<file path="src/rtl/axi_lite_sram_frontend_pkg.sv">
// Shared types and constants for the AXI4-Lite SRAM front-end.
//   wr_state_e / rd_state_e : write and read channel FSM states
//   RESP_OKAY / RESP_DECERR : AXI response codes driven on B/R
package sram_axi_pkg;

   typedef enum logic [1:0] {
      WR_IDLE   = 2'd0,
      WR_PUSH   = 2'd1,
      WR_WAIT_B = 2'd2,
      WR_RESP   = 2'd3
   } wr_state_e;

   typedef enum logic [1:0] {
      RD_IDLE   = 2'd0,
      RD_PUSH   = 2'd1,
      RD_WAIT_R = 2'd2,
      RD_RESP   = 2'd3
   } rd_state_e;

   localparam logic [1:0] RESP_OKAY   = 2'b00;
   localparam logic [1:0] RESP_DECERR = 2'b11;

endpackage

</file>
<file path="src/rtl/axi_lite_sram_frontend_if.sv">
// AXI4-Lite bus bundle between the CPU-side master and the SRAM front-end.
//   AW: s_axi_awaddr/awvalid/awready   W: s_axi_wdata/wstrb/wvalid/wready
//   B : s_axi_bresp/bvalid/bready      AR: s_axi_araddr/arvalid/arready
//   R : s_axi_rdata/rresp/rvalid/rready
//   modport slave  : the front-end side
//   modport master : the requester side (bench or interconnect)
interface axi_lite_sram_frontend_if #(
   parameter int unsigned AXI_ADDR_WIDTH  = 32,
   parameter int unsigned SRAM_DATA_WIDTH = 32
);
   localparam int unsigned STRB_W = SRAM_DATA_WIDTH / 8;

   logic [AXI_ADDR_WIDTH-1:0]  s_axi_awaddr;
   logic                       s_axi_awvalid;
   logic                       s_axi_awready;
   logic [SRAM_DATA_WIDTH-1:0] s_axi_wdata;
   logic [STRB_W-1:0]          s_axi_wstrb;
   logic                       s_axi_wvalid;
   logic                       s_axi_wready;
   logic [1:0]                 s_axi_bresp;
   logic                       s_axi_bvalid;
   logic                       s_axi_bready;
   logic [AXI_ADDR_WIDTH-1:0]  s_axi_araddr;
   logic                       s_axi_arvalid;
   logic                       s_axi_arready;
   logic [SRAM_DATA_WIDTH-1:0] s_axi_rdata;
   logic [1:0]                 s_axi_rresp;
   logic                       s_axi_rvalid;
   logic                       s_axi_rready;

   modport slave (
      input  s_axi_awaddr, s_axi_awvalid, s_axi_wdata, s_axi_wstrb, s_axi_wvalid,
      input  s_axi_bready, s_axi_araddr, s_axi_arvalid, s_axi_rready,
      output s_axi_awready, s_axi_wready, s_axi_bresp, s_axi_bvalid,
      output s_axi_arready, s_axi_rdata, s_axi_rresp, s_axi_rvalid
   );

   modport master (
      output s_axi_awaddr, s_axi_awvalid, s_axi_wdata, s_axi_wstrb, s_axi_wvalid,
      output s_axi_bready, s_axi_araddr, s_axi_arvalid, s_axi_rready,
      input  s_axi_awready, s_axi_wready, s_axi_bresp, s_axi_bvalid,
      input  s_axi_arready, s_axi_rdata, s_axi_rresp, s_axi_rvalid
   );

endinterface

</file>
<file path="src/rtl/axi_lite_sram_frontend.sv">
// AXI4-Lite slave front-end for the SRAM subsystem (single axi_clk domain).
// Converts AW/W/AR into word-address / {strb,data} pushes on the request
// FIFOs and turns b/r FIFO pops into B/R responses. One write and one read
// may be outstanding at a time; the two paths are fully independent.
// Ports:
//   axi_clk, axi_rst_n          clock, async active-low reset
//   s_axi                       AXI4-Lite slave bundle
//   aw_fifo_wdata/wen/full      write word-address request FIFO
//   w_fifo_wdata/wen/full       write {strb, data} FIFO (strb in MSBs)
//   ar_fifo_wdata/wen/full      read word-address request FIFO
//   r_fifo_rdata/ren/empty      FWFT read data FIFO
//   b_fifo_rdata/ren/empty      FWFT write response FIFO
// FIFO wen/ren are single-cycle strobes decoded from the FSM state and the
// FIFO flags so a push/pop lands in the same cycle the FIFO allows it.
// Build option: define SRAM_FRONTEND_ADDR_CHECK_EN to answer accesses beyond
// the SRAM word range with DECERR instead of forwarding them.
module axi_lite_sram_frontend #(
   parameter int unsigned AXI_ADDR_WIDTH  = 32,
   parameter int unsigned SRAM_ADDR_WIDTH = 16,
   parameter int unsigned SRAM_DATA_WIDTH = 32
) (
   input  logic                                         axi_clk,
   input  logic                                         axi_rst_n,
   axi_lite_sram_frontend_if.slave                      s_axi,
   output logic [AXI_ADDR_WIDTH-1:0]                    aw_fifo_wdata,
   output logic                                         aw_fifo_wen,
   input  logic                                         aw_fifo_full,
   output logic [SRAM_DATA_WIDTH+SRAM_DATA_WIDTH/8-1:0] w_fifo_wdata,
   output logic                                         w_fifo_wen,
   input  logic                                         w_fifo_full,
   output logic [AXI_ADDR_WIDTH-1:0]                    ar_fifo_wdata,
   output logic                                         ar_fifo_wen,
   input  logic                                         ar_fifo_full,
   input  logic [SRAM_DATA_WIDTH-1:0]                   r_fifo_rdata,
   output logic                                         r_fifo_ren,
   input  logic                                         r_fifo_empty,
   input  logic [1:0]                                   b_fifo_rdata,
   output logic                                         b_fifo_ren,
   input  logic                                         b_fifo_empty
);
   import sram_axi_pkg::*;

   localparam int unsigned STRB_W   = SRAM_DATA_WIDTH / 8;
   localparam int unsigned ALSB     = $clog2(STRB_W);
   localparam int unsigned W_FIFO_W = SRAM_DATA_WIDTH + STRB_W;

`ifdef SRAM_FRONTEND_ADDR_CHECK_EN
   localparam bit ADDR_CHECK = 1'b1;
`else
   localparam bit ADDR_CHECK = 1'b0;
`endif

   // Byte address to word address; byte-offset bits are dropped
   function automatic logic [AXI_ADDR_WIDTH-1:0] word_addr(input logic [AXI_ADDR_WIDTH-1:0] a);
      return a >> ALSB;
   endfunction

   // Word address outside the SRAM array
   function automatic logic addr_bad(input logic [AXI_ADDR_WIDTH-1:0] wa);
      return (wa >> SRAM_ADDR_WIDTH) != '0;
   endfunction

   // ---------------------------------------------------------------- write path
   wr_state_e                  wr_state,  wr_state_n;
   logic                       aw_held,   aw_held_n;
   logic                       w_held,    w_held_n;
   logic [AXI_ADDR_WIDTH-1:0]  waddr_q,   waddr_n;
   logic [W_FIFO_W-1:0]        wpay_q,    wpay_n;
   logic                       awready_q, awready_n;
   logic                       wready_q,  wready_n;
   logic                       bvalid_q,  bvalid_n;
   logic [1:0]                 bresp_q,   bresp_n;

   // Write FSM state and output registers
   always_ff @(posedge axi_clk or negedge axi_rst_n) begin
      if (!axi_rst_n) begin
         wr_state  <= WR_IDLE;
         aw_held   <= 1'b0;
         w_held    <= 1'b0;
         waddr_q   <= '0;
         wpay_q    <= '0;
         awready_q <= 1'b0;
         wready_q  <= 1'b0;
         bvalid_q  <= 1'b0;
         bresp_q   <= RESP_OKAY;
      end else begin
         wr_state  <= wr_state_n;
         aw_held   <= aw_held_n;
         w_held    <= w_held_n;
         waddr_q   <= waddr_n;
         wpay_q    <= wpay_n;
         awready_q <= awready_n;
         wready_q  <= wready_n;
         bvalid_q  <= bvalid_n;
         bresp_q   <= bresp_n;
      end
   end

   // Write FSM next-state and FIFO strobes
   always_comb begin
      wr_state_n  = wr_state;
      aw_held_n   = aw_held;
      w_held_n    = w_held;
      waddr_n     = waddr_q;
      wpay_n      = wpay_q;
      bvalid_n    = bvalid_q;
      bresp_n     = bresp_q;
      aw_fifo_wen = 1'b0;
      w_fifo_wen  = 1'b0;
      b_fifo_ren  = 1'b0;

      case (wr_state)
         WR_IDLE: begin
            if (s_axi.s_axi_awvalid && awready_q) begin
               aw_held_n = 1'b1;
               waddr_n   = word_addr(s_axi.s_axi_awaddr);
            end
            if (s_axi.s_axi_wvalid && wready_q) begin
               w_held_n = 1'b1;
               wpay_n   = {s_axi.s_axi_wstrb, s_axi.s_axi_wdata};
            end
            // Held flags are consumed here so they are clear on return to IDLE
            if (aw_held_n && w_held_n) begin
               aw_held_n = 1'b0;
               w_held_n  = 1'b0;
               if (ADDR_CHECK && addr_bad(waddr_n)) begin
                  bvalid_n   = 1'b1;
                  bresp_n    = RESP_DECERR;
                  wr_state_n = WR_RESP;
               end else begin
                  wr_state_n = WR_PUSH;
               end
            end
         end
         WR_PUSH: begin
            if (!aw_fifo_full && !w_fifo_full) begin
               aw_fifo_wen = 1'b1;
               w_fifo_wen  = 1'b1;
               wr_state_n  = WR_WAIT_B;
            end
         end
         WR_WAIT_B: begin
            if (!b_fifo_empty) begin
               b_fifo_ren = 1'b1;
               bresp_n    = b_fifo_rdata;
               bvalid_n   = 1'b1;
               wr_state_n = WR_RESP;
            end
         end
         WR_RESP: begin
            if (s_axi.s_axi_bready) begin
               bvalid_n   = 1'b0;
               wr_state_n = WR_IDLE;
            end
         end
         default: wr_state_n = WR_IDLE;
      endcase

      // Ready is registered from the next state, so never a comb path from valid
      awready_n = (wr_state_n == WR_IDLE) && !aw_held_n;
      wready_n  = (wr_state_n == WR_IDLE) && !w_held_n;
   end

   assign s_axi.s_axi_awready = awready_q;
   assign s_axi.s_axi_wready  = wready_q;
   assign s_axi.s_axi_bvalid  = bvalid_q;
   assign s_axi.s_axi_bresp   = bresp_q;
   assign aw_fifo_wdata       = waddr_q;
   assign w_fifo_wdata        = wpay_q;

   // ----------------------------------------------------------------- read path
   rd_state_e                  rd_state,  rd_state_n;
   logic [AXI_ADDR_WIDTH-1:0]  raddr_q,   raddr_n;
   logic                       arready_q, arready_n;
   logic                       rvalid_q,  rvalid_n;
   logic [SRAM_DATA_WIDTH-1:0] rdata_q,   rdata_n;
   logic [1:0]                 rresp_q,   rresp_n;

   // Read FSM state and output registers
   always_ff @(posedge axi_clk or negedge axi_rst_n) begin
      if (!axi_rst_n) begin
         rd_state  <= RD_IDLE;
         raddr_q   <= '0;
         arready_q <= 1'b0;
         rvalid_q  <= 1'b0;
         rdata_q   <= '0;
         rresp_q   <= RESP_OKAY;
      end else begin
         rd_state  <= rd_state_n;
         raddr_q   <= raddr_n;
         arready_q <= arready_n;
         rvalid_q  <= rvalid_n;
         rdata_q   <= rdata_n;
         rresp_q   <= rresp_n;
      end
   end

   // Read FSM next-state and FIFO strobes
   always_comb begin
      rd_state_n  = rd_state;
      raddr_n     = raddr_q;
      rvalid_n    = rvalid_q;
      rdata_n     = rdata_q;
      rresp_n     = rresp_q;
      ar_fifo_wen = 1'b0;
      r_fifo_ren  = 1'b0;

      case (rd_state)
         RD_IDLE: begin
            if (s_axi.s_axi_arvalid && arready_q) begin
               raddr_n = word_addr(s_axi.s_axi_araddr);
               if (ADDR_CHECK && addr_bad(raddr_n)) begin
                  rvalid_n   = 1'b1;
                  rdata_n    = '0;
                  rresp_n    = RESP_DECERR;
                  rd_state_n = RD_RESP;
               end else begin
                  rd_state_n = RD_PUSH;
               end
            end
         end
         RD_PUSH: begin
            if (!ar_fifo_full) begin
               ar_fifo_wen = 1'b1;
               rd_state_n  = RD_WAIT_R;
            end
         end
         RD_WAIT_R: begin
            if (!r_fifo_empty) begin
               r_fifo_ren = 1'b1;
               rdata_n    = r_fifo_rdata;
               rresp_n    = RESP_OKAY;
               rvalid_n   = 1'b1;
               rd_state_n = RD_RESP;
            end
         end
         RD_RESP: begin
            if (s_axi.s_axi_rready) begin
               rvalid_n   = 1'b0;
               rd_state_n = RD_IDLE;
            end
         end
         default: rd_state_n = RD_IDLE;
      endcase

      arready_n = (rd_state_n == RD_IDLE);
   end

   assign s_axi.s_axi_arready = arready_q;
   assign s_axi.s_axi_rvalid  = rvalid_q;
   assign s_axi.s_axi_rdata   = rdata_q;
   assign s_axi.s_axi_rresp   = rresp_q;
   assign ar_fifo_wdata       = raddr_q;

endmodule

</file>
<file path="src/flat_wrapper.sv">
// flat-port wrapper written by rule: the top's interface ports become plain ports
module axi_lite_sram_frontend_flat import sram_axi_pkg::*;
#(
   parameter int unsigned AXI_ADDR_WIDTH  = 32,
   parameter int unsigned SRAM_ADDR_WIDTH = 16,
   parameter int unsigned SRAM_DATA_WIDTH = 32
)
  (axi_clk, axi_rst_n, aw_fifo_wdata, aw_fifo_wen, aw_fifo_full, w_fifo_wdata, w_fifo_wen, w_fifo_full, ar_fifo_wdata, ar_fifo_wen, ar_fifo_full, r_fifo_rdata, r_fifo_ren, r_fifo_empty, b_fifo_rdata, b_fifo_ren, b_fifo_empty, s_axi_s_axi_awaddr, s_axi_s_axi_awvalid, s_axi_s_axi_wdata, s_axi_s_axi_wstrb, s_axi_s_axi_wvalid, s_axi_s_axi_bready, s_axi_s_axi_araddr, s_axi_s_axi_arvalid, s_axi_s_axi_rready, s_axi_s_axi_awready, s_axi_s_axi_wready, s_axi_s_axi_bresp, s_axi_s_axi_bvalid, s_axi_s_axi_arready, s_axi_s_axi_rdata, s_axi_s_axi_rresp, s_axi_s_axi_rvalid);
  axi_lite_sram_frontend_if #(.AXI_ADDR_WIDTH(AXI_ADDR_WIDTH), .SRAM_DATA_WIDTH(SRAM_DATA_WIDTH)) s_axi_i ();
  input  logic axi_clk;
  input  logic axi_rst_n;
  output logic [AXI_ADDR_WIDTH-1:0] aw_fifo_wdata;
  output logic aw_fifo_wen;
  input  logic aw_fifo_full;
  output logic [SRAM_DATA_WIDTH+SRAM_DATA_WIDTH/8-1:0] w_fifo_wdata;
  output logic w_fifo_wen;
  input  logic w_fifo_full;
  output logic [AXI_ADDR_WIDTH-1:0] ar_fifo_wdata;
  output logic ar_fifo_wen;
  input  logic ar_fifo_full;
  input  logic [SRAM_DATA_WIDTH-1:0] r_fifo_rdata;
  output logic r_fifo_ren;
  input  logic r_fifo_empty;
  input  logic [1:0] b_fifo_rdata;
  output logic b_fifo_ren;
  input  logic b_fifo_empty;
  input wire logic [$bits(s_axi_i.s_axi_awaddr)-1:0] s_axi_s_axi_awaddr;
  input wire logic [$bits(s_axi_i.s_axi_awvalid)-1:0] s_axi_s_axi_awvalid;
  input wire logic [$bits(s_axi_i.s_axi_wdata)-1:0] s_axi_s_axi_wdata;
  input wire logic [$bits(s_axi_i.s_axi_wstrb)-1:0] s_axi_s_axi_wstrb;
  input wire logic [$bits(s_axi_i.s_axi_wvalid)-1:0] s_axi_s_axi_wvalid;
  input wire logic [$bits(s_axi_i.s_axi_bready)-1:0] s_axi_s_axi_bready;
  input wire logic [$bits(s_axi_i.s_axi_araddr)-1:0] s_axi_s_axi_araddr;
  input wire logic [$bits(s_axi_i.s_axi_arvalid)-1:0] s_axi_s_axi_arvalid;
  input wire logic [$bits(s_axi_i.s_axi_rready)-1:0] s_axi_s_axi_rready;
  output wire logic [$bits(s_axi_i.s_axi_awready)-1:0] s_axi_s_axi_awready;
  output wire logic [$bits(s_axi_i.s_axi_wready)-1:0] s_axi_s_axi_wready;
  output wire logic [$bits(s_axi_i.s_axi_bresp)-1:0] s_axi_s_axi_bresp;
  output wire logic [$bits(s_axi_i.s_axi_bvalid)-1:0] s_axi_s_axi_bvalid;
  output wire logic [$bits(s_axi_i.s_axi_arready)-1:0] s_axi_s_axi_arready;
  output wire logic [$bits(s_axi_i.s_axi_rdata)-1:0] s_axi_s_axi_rdata;
  output wire logic [$bits(s_axi_i.s_axi_rresp)-1:0] s_axi_s_axi_rresp;
  output wire logic [$bits(s_axi_i.s_axi_rvalid)-1:0] s_axi_s_axi_rvalid;
  assign s_axi_i.s_axi_awaddr = s_axi_s_axi_awaddr;
  assign s_axi_i.s_axi_awvalid = s_axi_s_axi_awvalid;
  assign s_axi_i.s_axi_wdata = s_axi_s_axi_wdata;
  assign s_axi_i.s_axi_wstrb = s_axi_s_axi_wstrb;
  assign s_axi_i.s_axi_wvalid = s_axi_s_axi_wvalid;
  assign s_axi_i.s_axi_bready = s_axi_s_axi_bready;
  assign s_axi_i.s_axi_araddr = s_axi_s_axi_araddr;
  assign s_axi_i.s_axi_arvalid = s_axi_s_axi_arvalid;
  assign s_axi_i.s_axi_rready = s_axi_s_axi_rready;
  assign s_axi_s_axi_awready = s_axi_i.s_axi_awready;
  assign s_axi_s_axi_wready = s_axi_i.s_axi_wready;
  assign s_axi_s_axi_bresp = s_axi_i.s_axi_bresp;
  assign s_axi_s_axi_bvalid = s_axi_i.s_axi_bvalid;
  assign s_axi_s_axi_arready = s_axi_i.s_axi_arready;
  assign s_axi_s_axi_rdata = s_axi_i.s_axi_rdata;
  assign s_axi_s_axi_rresp = s_axi_i.s_axi_rresp;
  assign s_axi_s_axi_rvalid = s_axi_i.s_axi_rvalid;
  axi_lite_sram_frontend #(.AXI_ADDR_WIDTH(AXI_ADDR_WIDTH), .SRAM_ADDR_WIDTH(SRAM_ADDR_WIDTH), .SRAM_DATA_WIDTH(SRAM_DATA_WIDTH)) u_core (.axi_clk(axi_clk), .axi_rst_n(axi_rst_n), .s_axi(s_axi_i), .aw_fifo_wdata(aw_fifo_wdata), .aw_fifo_wen(aw_fifo_wen), .aw_fifo_full(aw_fifo_full), .w_fifo_wdata(w_fifo_wdata), .w_fifo_wen(w_fifo_wen), .w_fifo_full(w_fifo_full), .ar_fifo_wdata(ar_fifo_wdata), .ar_fifo_wen(ar_fifo_wen), .ar_fifo_full(ar_fifo_full), .r_fifo_rdata(r_fifo_rdata), .r_fifo_ren(r_fifo_ren), .r_fifo_empty(r_fifo_empty), .b_fifo_rdata(b_fifo_rdata), .b_fifo_ren(b_fifo_ren), .b_fifo_empty(b_fifo_empty));
endmodule
</file>
<file path="config.mk">
export PLATFORM = sky130hd
export DESIGN_NAME = axi_lite_sram_frontend_flat
export DESIGN_NICKNAME = d
export VERILOG_FILES = /design/src/rtl/axi_lite_sram_frontend_pkg.sv /design/src/rtl/axi_lite_sram_frontend_if.sv /design/src/rtl/axi_lite_sram_frontend.sv /design/src/flat_wrapper.sv
export SDC_FILE = /design/constraint.sdc
export NUM_CORES = 1
export LEC_CHECK = 0
export CAP_MARGIN = 40
export CORE_MARGIN = 2
export CORE_UTILIZATION = 30
export DETAILED_ROUTE_END_ITERATION = 10
export PLACE_DENSITY = 0.71
export SLEW_MARGIN = 40
export SYNTH_ARGS = -nofsm -noshare
export SYNTH_HDL_FRONTEND = slang
export SYNTH_SLANG_ARGS = --single-unit
</file>
<file path="constraint.sdc">
create_clock -name axi_clk -period 2.6 [get_ports axi_clk]
set_clock_uncertainty 0.1 [all_clocks]
set_input_delay 0.39 -clock axi_clk [delete_from_list [all_inputs] [get_ports axi_clk]]
set_output_delay 0.39 -clock axi_clk [all_outputs]
set_load 0.005 [all_outputs]
</file>
==> summary.txt, run 1 <==
worst-path fanout max: 12
Hold Violations, Final: 0
PwrDens: 1170 nW/um^2
antenna violations before repair: 0
clk buf depth: 2
synth top area cells: dfrtp_1 65%, mux2_2 26%, buf_4 2.5%, mux2_1 1.2%, nand2_1 0.62%
WP data required: 2.11 ns
Crit path largest cell delay: 0.53 ns
FILL cells: 1,552
Cell variety after synth: 25
Crit Path Category: reg2out
syn avg cell area: 16.3 um^2
RSZ-0062 raised after global routing: false
First-pass DRT Iterations: 6
Max VDD drop: 0.544 mV
TNS Setup: 0 ns
synthesized flop and latch total: 141
Starting Density: 0.304
post-route non-filler standard cell count: 868
nets: 772
Antenna Cells: 0
Setup WS post-layout: 0.136 ns
Pwr Total: 10.6 mW
vias post-DR: 3,861
first-pass GRT wire length: 23.0 mm
number of buffers created by CTS: 17
final period utilization: 0.948
area taken by flip-flops and latches: 3530 um^2
Initial DRC Count: 134
final worst path period need: 2.46 ns
area occupied by multi-input gates: 1750 um^2
Final setup viols: 0
port buffer count: 281
DIE WIDTH: 139 um
DR WL/cell: 16.1 um
CTS root buf: clkbuf_16
Place WS: 0.348 ns
vias in the first global route: 4,400
GRT Util Overall: 0.151
final hold slack: 0.369 ns
cts repair resizes: 0
die footprint: 19,200 um^2
dominant synthesized flop cell: dfrtp_1
DRC Markers: 0
routability-driven placement congestion ratio: 0.755
Rows: 49
Core Region: 17,900 um^2
Detailed Route WL: 14.0 mm
Slew headroom: 0.612
Worst Tran Pin Value: 0.582 ns
Post-synth EDFFs: 0
IO Pins: 292
largest area contributor in the netlist: dfrtp_1
post-synthesis cell area: 5450 um^2
HP Start: u_core.w_held$_DFF_PN0_
CP Data Arrival Time: 1.97 ns
CTS HTree Levels: 4
fmax: 406 MHz
CP endpoint kind: output port
CP delay by family, top: buffers and inverters
CTS tree: yes
CTS sink cnt: 141
leading cell types by count after synthesis: 141 x dfrtp_1, 126 x mux2_2, 18 x buf_4
drt via density: 4.45
CP startpoint kind: register
status: finished clean
cells after synthesis: 334
r2r startpoint: u_core.rd_state[1]$_DFF_PN0_
critical-path cell list: nor4b_1 -> buf_4 -> clkdlybuf4s50_1
post-DP HPWL: 10.7 mm
largest net degree at the start of global routing: 62
worst path buffer plus inverter count: 2
GRT overflow: 0
Slew Viols, Final: 0
CP Launch Point: u_core.wr_state[1]$_DFF_PN0_
min-delay worst type: reg2reg
CTS clock-pin slew for the worst setup and hold paths: 0.06 ns
MaxCap Viol Count: 0
count leader, synth: dfrtp_1
slowest CP cell: dfrtp_1
leakage power: 3.72 nW
register area share after synthesis: 0.648
synthesis-to-finish area growth: 66.7%
clock latency on the worst-skew pair: 0.41 ns
layout cell share with drive strength beyond 1: 0.271
ANT nets after route: 0
share of the synthesized area in the top cell type: 0.648
die height: 139 um
placed insts: 835
ys async rst share: 1.00
Yosys warnings: 0
[layout make-up]
cell class | count | share of cell area
timing repair buffer | 291 | 0.324
clock buffer | 19 | 0.0499
multi-input combinational | 172 | 0.193
inverter | 3 | 0.00124
sequential | 141 | 0.389
tap | 229 | 0.0316
clock inverter | 13 | 0.0119
[cells by family after synthesis]
| logic type | count (synthesis) | share of synthesized area |
|---|---|---|
| simple gates | 20 | 0.0255 |
| other cells | 1 | 0.000689 |
| compound gates | 13 | 0.0163 |
| mux | 133 | 0.275 |
| buf+inv | 26 | 0.0349 |
| flops | 141 | 0.648 |
[layout by cell type, fill, tap and decap left out, drive strengths merged]
cell and n:
a211o 1, a21o 2, a21oi 4, a31oi 1
buf 10, clkbuf 19, clkdlybuf4s50 280, clkinv 4
clkinvlp 5, conb 6, dfrtp 141, dlygate4sd3 1
inv 7, mux2 132, mux2i 1, nand2 9
nor2 1, nor3 5, nor3b 3, nor4b 1
o21ai 2, o32a 2, o41ai 1, or3 1
[sequential cells by signal, summed over array words and instances, names as in the netlist, 2 cells and up]
signal and cells:
u_core.w_fifo_wdata 36, u_core.wr_state 2, u_core.ar_fifo_wdata 30, u_core.rd_state 2, u_core.aw_fifo_wdata 30, u_core.s_axi.s_axi_rdata 32
u_core.s_axi.s_axi_bresp 2
[report_power, final]
| part | total, mW | internal, mW | switching [mW] |
|---|---|---|---|
| combinational | 4.36 | 3.08 | 1.28 |
| sequential | 3.99 | 3.32 | 0.669 |
| clock | 2.26 | 1.29 | 0.970 |
| total | 10.6 | 7.69 | 2.92 |
[final timing paths]
kind	endpoint	slack, ns	cells past startpoint
worst max-delay path	aw_fifo_wen	0.14	3
worst min-delay path	u_core.s_axi.s_axi_wready$_DFF_PN0_	0.37	1
worst max register to register	u_core.s_axi.s_axi_rdata[7]$_DFFE_PN0P_	0.79	3
worst min register to register	u_core.s_axi.s_axi_wready$_DFF_PN0_	0.37	1
max in group asynchronous	u_core.s_axi.s_axi_rdata[21]$_DFFE_PN0P_	1.28	3
min in group asynchronous	u_core.w_fifo_wdata[22]$_DFFE_PN0P_	0.42	2
[stage by stage]
step	cell area, um^2	util
after floorplan	5470	-
after global placement	8510	0.475
after detailed placement	8510	0.475
after CTS	9080	0.507
after global routing	9080	0.507
final	9080	0.507
[layer usage]
metal | vias up | share of wire | GRT usage
li1 | 1758 | - | -
met1 | 1901 | 0.36 | 0.159
met2 | 168 | 0.53 | 0.265
met3 | 34 | 0.077 | 0.0570
met4 | 0 | 0.033 | 0.0744
met5 | - | 0 | 0
[repair_timing]
item | 4_1_cts | 5_1_grt
hold buffers | 1 | 0
endpoints found under the hold margin | 57 | 0
setup buffers | 0 | 0
No activity file was read; power rests on OpenSTA's default activity.
==> run 2, diff against run 1 <==
Settings changed: SKIP_CTS_REPAIR_TIMING set to 1.
==> results of run 2 <==
Same layout as run 1: the final DEF is identical, and so are final timing and power.
==> run 3, diff against run 2 <==
--- a/config.mk
+++ b/config.mk
@@ -8,6 +8,8 @@
 export CAP_MARGIN = 40
+export CELL_PAD_IN_SITES_DETAIL_PLACEMENT = 0
+export CELL_PAD_IN_SITES_GLOBAL_PLACEMENT = 2
 export CORE_MARGIN = 2
-export CORE_UTILIZATION = 30
+export CORE_UTILIZATION = 27
 export DETAILED_ROUTE_END_ITERATION = 10
-export PLACE_DENSITY = 0.71
+export PLACE_DENSITY = 0.93
 export SKIP_CTS_REPAIR_TIMING = 1
==> constraint.sdc (replaced) <==
create_clock -name axi_clk -period 2.6 [get_ports axi_clk]
set_clock_uncertainty 0.1 [all_clocks]
set_input_delay 0.78 -clock axi_clk [delete_from_list [all_inputs] [get_ports axi_clk]]
set_output_delay 0.78 -clock axi_clk [all_outputs]
set_load 0.005 [all_outputs]
==> summary.txt, run 3 (synthesis results as in run 1) <==
Crit Path Category: in2out (was reg2out)
status: finished clean (unchanged)
CP delay by family, top: buffers and inverters (unchanged)
GRT Util Overall: 0.142 (was 0.151)
CP startpoint kind: input pin (was register)
clock latency on the worst-skew pair: 0.40 ns (was 0.41 ns)
final period utilization: 0.965 (was 0.948)
DR WL/cell: 16.5 um (was 16.1 um)
die footprint: 21,300 um^2 (was 19,200 um^2)
Antenna Cells: 0 (unchanged)
DIE WIDTH: 146 um (was 139 um)
RSZ-0062 raised after global routing: false (unchanged)
antenna violations before repair: 0 (unchanged)
MaxCap Viol Count: 0 (unchanged)
Starting Density: 0.277 (was 0.304)
CTS tree: yes (unchanged)
fmax: 399 MHz (was 406 MHz)
port buffer count: 281 (unchanged)
CP endpoint kind: output port (unchanged)
Largest register FFs: 36 (unchanged)
final hold slack: 0.209 ns (was 0.369 ns)
First-pass DRT Iterations: 4 (was 6)
CP Data Arrival Time: 1.63 ns (was 1.97 ns)
most frequent cells in the layout: 273 x clkdlybuf4s50_1, 141 x dfrtp_1, 126 x mux2_2 (was 280 x clkdlybuf4s50_1, 141 x dfrtp_1, 126 x mux2_2)
largest net degree at the start of global routing: 47 (was 62)
IO Pins: 292 (unchanged)
leakage power: 3.90 nW (was 3.72 nW)
CTS clock-pin slew for the worst setup and hold paths: 0.06 ns (about the same)
FILL cells: 1,778 (was 1,552)
post-DP HPWL: 11.5 mm (was 10.7 mm)
post-route non-filler standard cell count: 907 (was 868)
Detailed Route WL: 15.0 mm (was 14.0 mm)
CTS root buf: clkbuf_16 (unchanged)
Hold Violations, Final: 0 (unchanged)
synthesis-to-finish area growth: 70.1% (was 66.7%)
Crit path largest cell delay: 0.46 ns (was 0.53 ns)
CTS sink cnt: 141 (unchanged)
WP data required: 1.72 ns (was 2.11 ns)
Initial DRC Count: 104 (was 134)
Core Region: 19,700 um^2 (was 17,900 um^2)
TNS Setup: 0 ns (unchanged)
die height: 146 um (was 139 um)
GRT overflow: 0 (unchanged)
worst-path fanout max: 2 (was 12)
ANT nets after route: 0 (unchanged)
critical-path cell list: clkdlybuf4s50_1 -> nor3b_4 -> dlymetal6s2s_1 (was nor4b_1 -> buf_4 -> clkdlybuf4s50_1)
most common cell after layout, fill and taps aside: clkdlybuf4s50_1 (unchanged)
DRC Markers: 0 (unchanged)
vias post-DR: 3,872 (was 3,861)
final worst path period need: 2.51 ns (was 2.46 ns)
drt via density: 4.27 (was 4.45)
Final setup viols: 0 (unchanged)
slowest CP cell: clkdlybuf4s50_1 (was dfrtp_1)
CP Launch Point: r_fifo_empty (was u_core.wr_state[1]$_DFF_PN0_)
Rows: 51 (was 49)
worst path buffer plus inverter count: 2 (unchanged)
Slew Viols, Final: 0 (unchanged)
area taken by flip-flops and latches: 3530 um^2 (unchanged)
placed insts: 875 (was 835)
first-pass GRT wire length: 23.9 mm (was 23.0 mm)
nets: 776 (was 772)
PwrDens: 1180 nW/um^2 (was 1170 nW/um^2)
Max VDD drop: 0.439 mV (was 0.544 mV)
area occupied by multi-input gates: 1760 um^2 (was 1750 um^2)
min-delay worst type: in2async (was reg2reg)
CTS HTree Levels: 4 (unchanged)
routability-driven placement congestion ratio: 0.792 (was 0.755)
clk buf depth: 2 (unchanged)
r2r startpoint: u_core.rd_state[1]$_DFF_PN0_ (unchanged)
number of buffers created by CTS: 17 (unchanged)
layout cell share with drive strength beyond 1: 0.277 (was 0.271)
vias in the first global route: 4,316 (was 4,400)
==> run 3: worst reg2reg max path, cell delays in order, from the launching register on <==
cell and delay [ns]:
dfrtp_1 0.55, nor3b_4 0.25, buf_4 0.41, mux2_2 0.42
==> run 3: per-layer routing <==
| metal | GRT usage | vias up | share of wire |
|---|---|---|---|
| met5 | 0 | - | 0 |
| met4 | 0.0544 | 0 | 0.020 |
| met3 | 0.0409 | 20 | 0.063 |
| met2 | 0.249 | 168 | 0.52 |
| met1 | 0.164 | 1931 | 0.39 |
| li1 | - | 1753 | - |
==> run 3: area by class of cell <==
class	instances	share of cell area
multi-input cells	172	0.190
clock buffers	18	0.0463
clock inverters	13	0.0204
well taps	265	0.0358
flip-flops and latches	141	0.381
repair buffers	295	0.325
inverters	3	0.00122
==> run 3: where the power goes <==
part	internal (mW)	total (mW)	switching [mW]
Combinational	3.12	4.47	1.35
Sequential	3.32	3.95	0.630
Clock	1.61	2.55	0.941
==> run 3: worst paths after layout <==
| path | endpoint | slack (ns) | cells past startpoint |
|---|---|---|---|
| setup reg to reg | u_core.s_axi.s_axi_rdata[2]$_DFFE_PN0P_ | 0.75 | 3 |
| hold reg to reg | u_core.s_axi.s_axi_awready$_DFF_PN0_ | 0.36 | 1 |
| min in group axi_clk | u_core.s_axi.s_axi_awready$_DFF_PN0_ | 0.36 | 1 |
| setup / recovery | r_fifo_ren | 0.09 | 3 |
| max in group asynchronous | u_core.ar_fifo_wdata[1]$_DFFE_PN0P_ | 1.63 | 2 |
| hold / removal | u_core.s_axi.s_axi_rdata[16]$_DFFE_PN0P_ | 0.21 | 1 |
==> run 3: through the flow <==
step                      utilization  power, mW  area [um^2]  setup WS, ns
final                           0.471       11.0         9260        0.0919
after global routing            0.471       11.6         9260        0.0197
after CTS                       0.470       11.2         9230        -0.465
after detailed placement        0.438       8.53         8610        -0.464
after global placement          0.438       8.36         8610        -0.488
after floorplan                     -       5.60         5470         0.263
